[src/rtl/l2_cache_nway_control_if.sv]
// CPU-side request port and cacheline-adaptor handshake of the N-way L2 controller.
// mem_read/mem_write are held with a stable set_index until the one-cycle mem_resp;
// pmem_read/pmem_write are held until the cycle in which pmem_resp is sampled high.
interface l2_cache_nway_control_if #(
  parameter int SETS = 8
);
  logic                    mem_read;
  logic                    mem_write;
  logic [$clog2(SETS)-1:0] set_index;
  logic                    mem_resp;
  logic                    pmem_read;
  logic                    pmem_write;
  logic                    pmem_resp;

  modport master (
    output mem_read, mem_write, set_index, pmem_resp,
    input  mem_resp, pmem_read, pmem_write
  );

  modport slave (
    input  mem_read, mem_write, set_index, pmem_resp,
    output mem_resp, pmem_read, pmem_write
  );
endinterface

[src/rtl/l2_cache_nway_control.sv]
// Control FSM of the WAYS-way write-back/write-allocate L2: tree-PLRU, invalid-first victim.
// Define L2_CTRL_PERF_CNT_EN to build the saturating hit/miss/write-back counters.
module l2_cache_nway_control #(
  parameter int WAYS = 4,
  parameter int SETS = 8
) (
  input  logic                          clk,
  input  logic                          rst,
  l2_cache_nway_control_if.slave        bus,
  input  logic                          hit,
  input  logic [WAYS-1:0]               way_hit,
  input  logic [WAYS-1:0]               valid_out,
  input  logic [WAYS-1:0]               dirty_out,
  output logic [WAYS-1:0]               way_load,
  output logic [WAYS-1:0]               valid_load,
  output logic [WAYS-1:0]               valid_in,
  output logic [WAYS-1:0]               dirty_load,
  output logic [WAYS-1:0]               dirty_in,
  output logic [WAYS-1:0][1:0]          data_write_sel,
  output logic [$clog2(WAYS)-1:0]       way_sel,
  output logic                          pmem_address_sel,
  output logic [31:0]                   hit_count,
  output logic [31:0]                   miss_count,
  output logic [31:0]                   wb_count,
  output logic [1:0]                    state_dbg
);
  localparam int WAY_W = $clog2(WAYS);

  typedef enum logic [1:0] {IDLE, COMPARE_TAG, WRITE_BACK, ALLOCATE} state_t;

  state_t           state;
  logic [WAY_W-1:0] victim;
  logic [WAYS-2:0]  plru [SETS];

  logic [WAYS-2:0]  plru_cur;
  logic [WAYS-2:0]  plru_upd;
  logic [WAY_W-1:0] hit_idx;
  logic [WAY_W-1:0] plru_victim;
  logic [WAY_W-1:0] inv_idx;
  logic             inv_found;
  logic [WAY_W-1:0] victim_next;
  logic             node_bit;
  logic             dir;
  int               n_vic;
  int               n_upd;

  assign state_dbg = state;
  assign plru_cur  = plru[bus.set_index];

  // Victim search walks the heap from the root; the update walks the hit path and points away.
  always_comb begin
    hit_idx     = '0;
    inv_found   = 1'b0;
    inv_idx     = '0;
    plru_upd    = plru_cur;
    node_bit    = 1'b0;
    dir         = 1'b0;
    n_vic       = 1;
    n_upd       = 1;
    for (int i = 0; i < WAYS; i++) begin
      if (way_hit[i]) hit_idx = WAY_W'(i);
    end
    for (int i = WAYS - 1; i >= 0; i--) begin
      if (!valid_out[i]) begin
        inv_found = 1'b1;
        inv_idx   = WAY_W'(i);
      end
    end
    for (int l = 0; l < WAY_W; l++) begin
      node_bit = 1'b0;
      for (int k = 1; k < WAYS; k++) begin
        if (k == n_vic) node_bit = plru_cur[k-1];
      end
      n_vic = 2 * n_vic + (node_bit ? 1 : 0);
      dir = hit_idx[WAY_W-1-l];
      for (int k = 1; k < WAYS; k++) begin
        if (k == n_upd) plru_upd[k-1] = ~dir;
      end
      n_upd = 2 * n_upd + (dir ? 1 : 0);
    end
    plru_victim = WAY_W'(n_vic - WAYS);
    victim_next = inv_found ? inv_idx : plru_victim;
  end

  always_ff @(posedge clk or posedge rst) begin
    if (rst) begin
      state  <= IDLE;
      victim <= '0;
      for (int s = 0; s < SETS; s++) plru[s] <= '0;
    end else begin
      case (state)
        IDLE: begin
          if (bus.mem_read || bus.mem_write) state <= COMPARE_TAG;
        end
        COMPARE_TAG: begin
          if (hit) begin
            plru[bus.set_index] <= plru_upd;
            state               <= IDLE;
          end else begin
            victim <= victim_next;
            state  <= dirty_out[victim_next] ? WRITE_BACK : ALLOCATE;
          end
        end
        WRITE_BACK: begin
          if (bus.pmem_resp) state <= ALLOCATE;
        end
        ALLOCATE: begin
          if (bus.pmem_resp) state <= COMPARE_TAG;
        end
        default: state <= IDLE;
      endcase
    end
  end

  // Outputs decode from state so an asynchronous reset drops them immediately.
  always_comb begin
    bus.mem_resp     = 1'b0;
    bus.pmem_read    = 1'b0;
    bus.pmem_write   = 1'b0;
    way_load         = '0;
    valid_load       = '0;
    valid_in         = '0;
    dirty_load       = '0;
    dirty_in         = '0;
    data_write_sel   = '0;
    way_sel          = '0;
    pmem_address_sel = 1'b0;
    case (state)
      COMPARE_TAG: begin
        if (hit) begin
          bus.mem_resp = 1'b1;
          way_sel      = hit_idx;
          if (bus.mem_write) begin
            dirty_load[hit_idx]     = 1'b1;
            dirty_in[hit_idx]       = 1'b1;
            data_write_sel[hit_idx] = 2'd1;
          end
        end
      end
      WRITE_BACK: begin
        bus.pmem_write   = 1'b1;
        way_sel          = victim;
        pmem_address_sel = 1'b1;
      end
      ALLOCATE: begin
        bus.pmem_read          = 1'b1;
        way_load[victim]       = 1'b1;
        valid_load[victim]     = 1'b1;
        valid_in[victim]       = 1'b1;
        dirty_load[victim]     = 1'b1;
        data_write_sel[victim] = 2'd2;
      end
      default: ;
    endcase
  end

`ifdef L2_CTRL_PERF_CNT_EN
  logic is_cmp;
  logic wb_entry;
  assign is_cmp   = (state == COMPARE_TAG);
  assign wb_entry = is_cmp && !hit && dirty_out[victim_next];

  always_ff @(posedge clk or posedge rst) begin
    if (rst) begin
      hit_count  <= '0;
      miss_count <= '0;
      wb_count   <= '0;
    end else begin
      if (is_cmp && hit && (hit_count != 32'hFFFF_FFFF))    hit_count  <= hit_count + 32'd1;
      if (is_cmp && !hit && (miss_count != 32'hFFFF_FFFF))  miss_count <= miss_count + 32'd1;
      if (wb_entry && (wb_count != 32'hFFFF_FFFF))          wb_count   <= wb_count + 32'd1;
    end
  end
`else
  assign hit_count  = '0;
  assign miss_count = '0;
  assign wb_count   = '0;
`endif
endmodule

[src/flat_wrapper.sv]
// flat-port wrapper written by rule: the top's interface ports become plain ports
module l2_cache_nway_control_flat 
#(
  parameter int WAYS = 4,
  parameter int SETS = 8
)
  (clk, rst, hit, way_hit, valid_out, dirty_out, way_load, valid_load, valid_in, dirty_load, dirty_in, data_write_sel, way_sel, pmem_address_sel, hit_count, miss_count, wb_count, state_dbg, bus_mem_read, bus_mem_write, bus_set_index, bus_pmem_resp, bus_mem_resp, bus_pmem_read, bus_pmem_write);
  l2_cache_nway_control_if #(.SETS(SETS)) bus_i ();
  input  logic clk;
  input  logic rst;
  input  logic hit;
  input  logic [WAYS-1:0] way_hit;
  input  logic [WAYS-1:0] valid_out;
  input  logic [WAYS-1:0] dirty_out;
  output logic [WAYS-1:0] way_load;
  output logic [WAYS-1:0] valid_load;
  output logic [WAYS-1:0] valid_in;
  output logic [WAYS-1:0] dirty_load;
  output logic [WAYS-1:0] dirty_in;
  output logic [WAYS-1:0][1:0] data_write_sel;
  output logic [$clog2(WAYS)-1:0] way_sel;
  output logic pmem_address_sel;
  output logic [31:0] hit_count;
  output logic [31:0] miss_count;
  output logic [31:0] wb_count;
  output logic [1:0] state_dbg;
  input wire logic [$bits(bus_i.mem_read)-1:0] bus_mem_read;
  input wire logic [$bits(bus_i.mem_write)-1:0] bus_mem_write;
  input wire logic [$bits(bus_i.set_index)-1:0] bus_set_index;
  input wire logic [$bits(bus_i.pmem_resp)-1:0] bus_pmem_resp;
  output wire logic [$bits(bus_i.mem_resp)-1:0] bus_mem_resp;
  output wire logic [$bits(bus_i.pmem_read)-1:0] bus_pmem_read;
  output wire logic [$bits(bus_i.pmem_write)-1:0] bus_pmem_write;
  assign bus_i.mem_read = bus_mem_read;
  assign bus_i.mem_write = bus_mem_write;
  assign bus_i.set_index = bus_set_index;
  assign bus_i.pmem_resp = bus_pmem_resp;
  assign bus_mem_resp = bus_i.mem_resp;
  assign bus_pmem_read = bus_i.pmem_read;
  assign bus_pmem_write = bus_i.pmem_write;
  l2_cache_nway_control #(.WAYS(WAYS), .SETS(SETS)) u_core (.clk(clk), .rst(rst), .bus(bus_i), .hit(hit), .way_hit(way_hit), .valid_out(valid_out), .dirty_out(dirty_out), .way_load(way_load), .valid_load(valid_load), .valid_in(valid_in), .dirty_load(dirty_load), .dirty_in(dirty_in), .data_write_sel(data_write_sel), .way_sel(way_sel), .pmem_address_sel(pmem_address_sel), .hit_count(hit_count), .miss_count(miss_count), .wb_count(wb_count), .state_dbg(state_dbg));
endmodule
[config.mk]
export PLATFORM = sky130hd
export DESIGN_NAME = l2_cache_nway_control_flat
export DESIGN_NICKNAME = d
export VERILOG_FILES = /design/src/rtl/l2_cache_nway_control_if.sv /design/src/rtl/l2_cache_nway_control.sv /design/src/flat_wrapper.sv
export SDC_FILE = /design/constraint.sdc
export NUM_CORES = 1
export LEC_CHECK = 0
export CAP_MARGIN = 40
export CORE_AREA = 8 8 109 111
export DETAILED_ROUTE_END_ITERATION = 12
export DIE_AREA = 0 0 117 119
export SYNTH_ARGS = -nofsm -noshare
export SYNTH_HDL_FRONTEND = slang
export SYNTH_SLANG_ARGS = --single-unit
[constraint.sdc]
create_clock -name clk -period 3.2 [get_ports clk]
set_clock_uncertainty 0.05 [all_clocks]
set_input_delay 0.96 -clock clk [delete_from_list [all_inputs] [get_ports clk]]
set_output_delay 0.96 -clock clk [all_outputs]
set_load 0.05 [all_outputs]
**After elaboration in Yosys (flattened, before gate mapping)**

Cells that the tools add are included.

- Add/subtract/negate cells: 4
- Order comparisons: 7
- Eq/ne operators: 12
- Mux-type cells: 57
- Bitwise logic cells: 4
- Reduce and logical (&&, ||, !) cells: 8

Operators with widths:

| kind | number |
|---|---|
| 3-bit by 32-bit equality test with 1-bit output (first input constant) | 4 |
| 2-bit by 32-bit equality test with 1-bit output (first input constant) | 2 |
| 3-bit by 32-bit adder with 32-bit output (first input constant) | 1 |
| 2-bit two-way mux | 14 |
| 24-bit bitwise mux | 1 |
| 1-bit two-way mux | 22 |
| 4-bit two-way mux | 4 |
| 8-bit one-hot mux with 2 select lines | 1 |
| 3-bit binary-select mux with 3-bit select | 1 |
| 3-bit demux with 3-bit select | 1 |
| 2-bit by 3-bit < comparator with 1-bit output (second input constant) | 3 |
| 3-bit two-way mux | 3 |
| 2-bit demux with 2-bit select | 2 |
| 8-bit two-way mux | 1 |
| 2-bit one-hot mux with 4 select lines | 1 |
| 4-bit one-hot mux with 2 select lines | 1 |
| 7-bit two-way mux | 1 |
| 1-bit demux with 2-bit select | 2 |
| 2-bit equality test (second input constant) | 2 |
| 2-bit by 1-bit >= comparator with 1-bit output (second input constant) | 2 |
| 4-bit >= comparator (second input constant) | 1 |
| 4-bit by 1-bit < comparator with 1-bit output (second input constant) | 1 |
| 2-bit != test (second input constant) | 2 |
| 3-bit inverter with 4-bit output | 1 |
| 13 further kinds | 18 |

- Flip-flop bits (word level): 28
- Input bits: 21
- Output and inout port bits: 132

**Depth between registers and ports, before layout**

- Depth after elaboration: 19
- Depth in mapped cells: 7

**Worst setup path after synthesis**

No wires, ideal clock.

- Path type: input to output
- From: in hit
- To: out dirty_load[0]
- Arrival time: 3.588 ns
- Setup slack: -1.398 ns
- Stages: 5
- Cells stage by stage: nand2_1 inv_1 nand2_1 nor4_1 or2_2

- Longest elaborated chain between the ends: 2

RTL lines:

| item | RTL line | RTL |
|---|---|---|
| from (decl) | flat_wrapper.sv:11 | `input logic hit;` |
| 4-bit two-way mux | l2_cache_nway_control.sv:130 | `if (hit) begin` |
| 4-bit one-hot mux with 2 select lines | l2_cache_nway_control.sv:128 | `case (state)` |
| to (decl) | flat_wrapper.sv:18 | `output logic [WAYS-1:0] dirty_load;` |

Every way passes these cells.

**Worst setup path in the final report**

- From: reg u_core.state[1] (netlist: u_core.state_dbg[1])
- To: out way_load[2]

- Longest elaborated chain between the ends: 2

RTL lines:

| item | RTL line | RTL |
|---|---|---|
| from (decl) | l2_cache_nway_control.sv:31 | `state_t state;` |
| from (signal assigned) | l2_cache_nway_control.sv:101 | `state <= dirty_out[victim_next] ? WRITE_BACK : ALLOCATE;` |
| 2-bit equality test | l2_cache_nway_control.sv:128 |  |
| 4-bit two-way mux | l2_cache_nway_control.sv:128 |  |
| to (decl) | flat_wrapper.sv:15 | `output logic [WAYS-1:0] way_load;` |

Every way passes these cells.

==> flow_summary.json <==
{
  "grt_pass1_vias": 1571,
  "grt_pass1_wl_um": 8770,
  "htree_levels": 1,
  "synth_cell_types": 34,
  "dr.pass1.iters": 4,
  "final_common_cell": "conb_1",
  "via_count": 1713,
  "power_density_nw_per_um2": 629,
  "dieArea_sq_um": 13900,
  "cts.clk_slew.worst_paths_ns": 0.09,
  "worst_ep_required_time_ns": 2.19,
  "drt-vias-per-instance": 3.75,
  "slew_viol_final": 0,
  "post-route-period-util_pct": 97.3,
  "cellLeakagePower_nw": 1.61,
  "worstHoldPathType": "register to register",
  "synth_seq_cells": 28,
  "crit_path_start_kind": "register",
  "path_class": "register to primary output",
  "drive_gt1_share_pct": 31.8,
  "fin_ws_ns": 0.0866,
  "cts_root_buf": "clkbuf_8",
  "power.switching_mw": 0.924,
  "synth-edff-count": 0,
  "clkPwrFrac_pct": 13.6,
  "nNetsFinal": 347,
  "ant_nets": 0,
  "placed_area_sq_um": 3090,
  "hold_viol": 0,
  "gp_congestion": 0.784,
  "slew-limit-headroom_pct": 60.0,
  "sw_frac_of_total_pct": 45.9,
  "fin_area_sq_um": 3200,
  "coreArea_sq_um": 10100,
  "worstPathMaxFanout": 10,
  "die_h_um": 119,
  "ys.flop_type": "dfrtp_1",
  "synthArstFlopShare_pct": 100,
  "ys_warn_count": 0,
  "start_util_pct": 24.6,
  "die-width_um": 117,
  "fmax_ghz": 0.321,
  "clock_path_buffers": 2,
  "ir_worst_vdd_uv": 358,
  "antenna_found_initial": 0,
  "status": "complete, no violations",
  "worst_pin_slew_ns": 0.584,
  "worstPathArrival_ns": 2.10,
  "p_int_mw": 1.09,
  "clock_sinks": 28,
  "fill_cells": 1064,
  "wl_per_cell_um": 13.9,
  "antenna_cells": 0,
  "cts_tree": "built",
  "final_cell_mix": "96 x conb_1, 33 x buf_4, 26 x mux2_2, 26 x clkdlybuf4s50_1, 26 x dfrtp_1",
  "synth_cells": 254,
  "hpwl_um": 5470,
  "drt-total-wl_um": 6330,
  "period_minus_slack_ns": 3.11,
  "grtUsageTotal_pct": 8.13,
  "synth_area_sq_um": 2480,
  "grt-ovfl-total": 0,
  "seqPwrFrac_pct": 29.7,
  "syn_area_per_cell_sq_um": 9.76,
  "syn_to_final_growth_pct": 29.0,
  "grt_max_degree": 29,
  "cts_made_buffers": 3,
  "rows": 37,
  "pin_count": 153,
  "ys_seq_area_share_pct": 28.3,
  "drcViolationCount": 0,
  "pre_cts_slack_ns": -0.206,
  "drt_iter0_markers": 31,
  "port_buffers": 55,
  "clock_latency_ns": 0.27,
  "drv_cap": 0,
  "power_frac_comb_pct": 56.7,
  "cts_setup_buffers": 0,
  "setup_viol": 0,
  "rsz0062_at_grt": "no",
  "worstSetupEndpointType": "primary output"
}
==> worst paths after layout <==
check                      slack, ns                   to  cells past startpoint                start
hold / removal                  0.46      u_core.plru[11]                      1      u_core.plru[11]
min in group asynchronous       1.00  u_core.state_dbg[1]                      3                  rst
max in group asynchronous       1.82  u_core.state_dbg[0]                      3                  rst
setup reg to reg                0.96  u_core.state_dbg[0]                      7       u_core.plru[0]
hold reg to reg                 0.46      u_core.plru[11]                      1      u_core.plru[11]
setup / recovery                0.09          way_load[2]                      3  u_core.state_dbg[1]
==> metal layers <==
| layer | global-route usage (%) | vias to the layer above | routed length (um) |
|---|---|---|---|
| li1 | - | 787 | - |
| met1 | 8.91 | 830 | 2270 |
| met2 | 15.6 | 92 | 3260 |
| met3 | 1.57 | 4 | 776 |
| met4 | 1.68 | 0 | 26 |
| met5 | 0 | - | 0 |
==> registers in the layout (all words and copies together), names as in the netlist <==
register,cells
u_core.plru,24
u_core.state_dbg,2
u_core.victim,2
==> timing repair <==
action / in CTS / in global routing
pin swaps: 0 / 1
setup endpoints to repair: 8 / 5
gates resized for setup: 8 / 4
hold buffers: 0 / 0
==> worst max-delay path, stage by stage, from the launching register on <==
cell	delay, ns
dfrtp_2	0.41
ha_2	0.32
and3b_1	0.26
clkdlybuf4s50_1	0.83
==> layout make-up <==
cell class	instances	area (sq um)	share of cell area [%]
inverters	7	30.0	0.939
multi-input cells	202	1360	42.6
clock inverters	1	30.0	0.939
well taps	136	170	5.32
flip-flops and latches	28	703	22.0
clock buffers	3	41.3	1.29
repair buffers	80	861	26.9
==> Yosys cell counts, types with 3 or more instances <==
| cell | instances | area [sq um] |
|---|---|---|
| and2_1 | 4 | 25.0 |
| and3_1 | 6 | 37.5 |
| buf_4 | 105 | 788 |
| clkbuf_1 | 4 | 15.0 |
| dfrtp_1 | 28 | 701 |
| ha_1 | 4 | 50.1 |
| inv_1 | 7 | 26.3 |
| mux2_2 | 26 | 293 |
| mux2i_1 | 5 | 50.1 |
| mux4_1 | 4 | 105 |
| nand2_1 | 11 | 41.3 |
| nand2b_1 | 3 | 18.8 |
| nor2_1 | 7 | 26.3 |
| nor3_1 | 5 | 25.0 |
| o21ai_0 | 6 | 30.0 |
| or2_2 | 4 | 25.0 |
==> kinds of logic after synthesis <==
| kind of cell | Yosys count | synth area share [%] |
|---|---|---|
| compound gates | 11 | 2.57 |
| simple gates | 53 | 12.0 |
| mux | 38 | 20.4 |
| fa+ha+maj | 4 | 2.02 |
| flops | 28 | 28.3 |
| other cells | 1 | 0.151 |
| buf+inv | 119 | 34.6 |
==> power groups by stage <==
stage	Combinational, mW	Clock, mW	Sequential (mW)
final	1.14	0.274	0.597
after global routing	1.20	0.297	0.613
after detailed placement	1.13	0	0.603
after CTS	1.15	0.283	0.595
after floorplan	0.921	0	0.576
after global placement	1.12	0	0.593
==> through the flow <==
stage | instances | hold WS (ns) | util (%) | power [mW] | TNS, ns
3_3_place_gp | 453 | 0.432 | 30.7 | 1.71 | -2.08
3_5_place_dp | 453 | 0.437 | 30.7 | 1.74 | -2.36
4_1_cts | 457 | 0.460 | 31.6 | 2.02 | 0
5_1_grt | 457 | 0.472 | 31.7 | 2.11 | 0
2_1_floorplan | 349 | 0.421 | - | 1.50 | -0.184
6_report | 457 | 0.456 | 31.7 | 2.01 | 0
Power figures use the tool's default switching activity.
==> patch, RTL diff (config.mk and constraints unchanged) <==
Add a define of `L2_CTRL_PERF_CNT_EN`.
--- a/src/rtl/l2_cache_nway_control.sv
+++ b/src/rtl/l2_cache_nway_control.sv
@@ -2,2 +2,4 @@
 // Define L2_CTRL_PERF_CNT_EN to build the saturating hit/miss/write-back counters.
+`define L2_CTRL_PERF_CNT_EN
+
 module l2_cache_nway_control #(
Function: changed (Yosys sat finds a counterexample within 4 cycles, from zero or initial values and one cycle with rst high).
==> patch against the unedited design <==
- hold slack worse by 0.025 ns
- clock power grew to 6.4 times the old value
- synthesized area grew to 2.5 times the old value
- synthesized cell count is 130% higher
- combinational power is 68% higher
- utilization is 56 points higher
- power grew to 2.9 times the old value
- fmax is 0.64% lower
- global-route usage is 18 points higher
- wire length grew to 2.8 times the old value
- cell area grew to 2.8 times the old value
- setup slack worse by 0.020 ns
- sequential cell count is 96 higher
- via count grew to 3.0 times the old value
- largest power group is now sequential cells
- highest routed layer unchanged
==> patch: results (changes against the unedited design) <==
- Status: finished clean
- CP arrival: 2.12 ns (+0.02 ns)
- Met3 Wirelength: 942 µm (+21%)
- Ant. Diodes: 0 (unchanged)
- Top cells by count, synth: dfrtp_1, nor2_1, nand2_1
- H-tree depth: 4 (+3)
- Vias per cell: 5.633 (+50%)
- Reg2reg end: u_core.hit_count[25]
- Largest net degree at the start of global routing: 58 (+100%)
- Met1 wire length: 6.855 mm (+200%)
- Psw: 0.002070 W (+120%)
- Final nets: 807 (+130%)
- Reg2Reg Setup Slack: 0.41 ns (-0.55 ns)
- Met3 global-route usage: 0.05760 (+0.04194)
- Post-synthesis mux area share: 0.07389 (-0.1306)
- CTS Buf Count: 17 (+14)
- RD Place Congestion: 0.9002 (+15%)
- Worst Tran Pin Value: 0.7241 ns (+0.1404 ns)
- Compound-Gate Fraction of Synth Area: 0.02839 (+0.002643)
- Mean area per synthesized cell: 10.53 µm² (+7.9%)
- CP endpoint: way_sel[0]
- Sequential power: 0.00210 W (+250%)
- Hold/Removal Path Class: reg -> reg
- GRT Total Usage: 0.2583 (+0.1769)
- Buffers on Ports: 151 (+170%)
- LEAKAGE: 4.091 nW (+150%)
- Synth top area share: 0.4993 (+0.1813)
- DR WL met2: 9.262 mm (+180%)
- CTS clock-pin slew for the worst setup and hold paths: 0.06 ns (-0.03 ns)
- Placed cell count: 895 (+98%)
- Sequential-to-total area share from yosys stat: 0.4993 (+0.2166)
- Critical Path Fanout Max: 6 (-4)
- First drt pass iteration count: 5 (+1)
- Vias in the first global route: 5,460 (+250%)
- 1st-iter DRT viols: 333 (+970%)
- First-pass GRT wire length: 28.20 mm (+220%)
- Total power: 0.005748 W (+190%)
- WL per Instance: 18.84 µm (+36%)
- Routed WL: 17.46 mm (+180%)
- R2R depth: 8 (+1)
- # fillers: 530 (-50%)
- Met1 Use GR: 0.3017 (+0.2126)
- Post-synth cell types: 45 (+32%)
- Post-Synth Adder-Cell Area: 0.01409 (-0.006099)
- Share of cells above drive strength 1: 0.1960 (-0.1218)
- Top post-synthesis cells by area: dfrtp_1, xnor2_1, xor2_1
- Met2 Use GR: 0.4456 (+0.2900)
- FF-to-FF Start: u_core.hit_count[4]
patch: cell count changes after synthesis, moves of 7 or more:
cell,unedited run,this run
xnor2_1,0,47
xor2_1,0,45
a21oi_1,2,9
nor4_2,0,7
inv_1,7,27
and4_1,0,7
and3_1,6,13
nand2_1,11,52
buf_4,105,11
nor2_1,7,57
nor3_1,5,25
dfrtp_1,28,124
nand4_1,0,23
nand3_1,0,32
patch: final cells by class:
cell class | instances | area (µm²) | share of cell area
Clock buffer | 24 | 470.5 | 0.05310
Clock inverter | 7 | 65.06 | 0.007344
Inverter | 28 | 113.9 | 0.01285
Multi-Input combinational cell | 416 | 2970 | 0.3353
Sequential cell | 124 | 3104 | 0.3504
Tap cell | 136 | 170.2 | 0.01921
Timing Repair Buffer | 192 | 1966 | 0.2219
patch: worst max-delay path, stage by stage:
cell and delay, ns:
clkdlybuf4s50_1 0.42, buf_4 0.17, nor2b_1 0.14, o21ai_1 0.10
a21oi_2 0.18, buf_12 0.16
patch: how the worst min path moves through the flow:
| stage | startpoint | cells past startpoint | slack [ns] | end |
|---|---|---|---|---|
| after floorplan | u_core.plru[20] | 2 | 0.39 | u_core.plru[20] |
| after CTS | u_core.miss_count[27] | 1 | 0.44 | u_core.miss_count[27] |
| after global placement | u_core.plru[23] | 2 | 0.42 | u_core.plru[23] |
| after global routing | u_core.hit_count[25] | 1 | 0.46 | u_core.hit_count[25] |
| after detailed placement | u_core.miss_count[27] | 1 | 0.43 | u_core.miss_count[27] |
| final | u_core.miss_count[27] | 1 | 0.43 | u_core.miss_count[27] |
patch: repair_timing:
item / in CTS / in global routing
hold buffers: 0 / 0
pin swaps: 3 / 3
gates resized for setup: 29 / 7
buffers inserted: 1 / 0
hold endpoints to repair: 0 / 0
setup endpoints to repair: 58 / 11
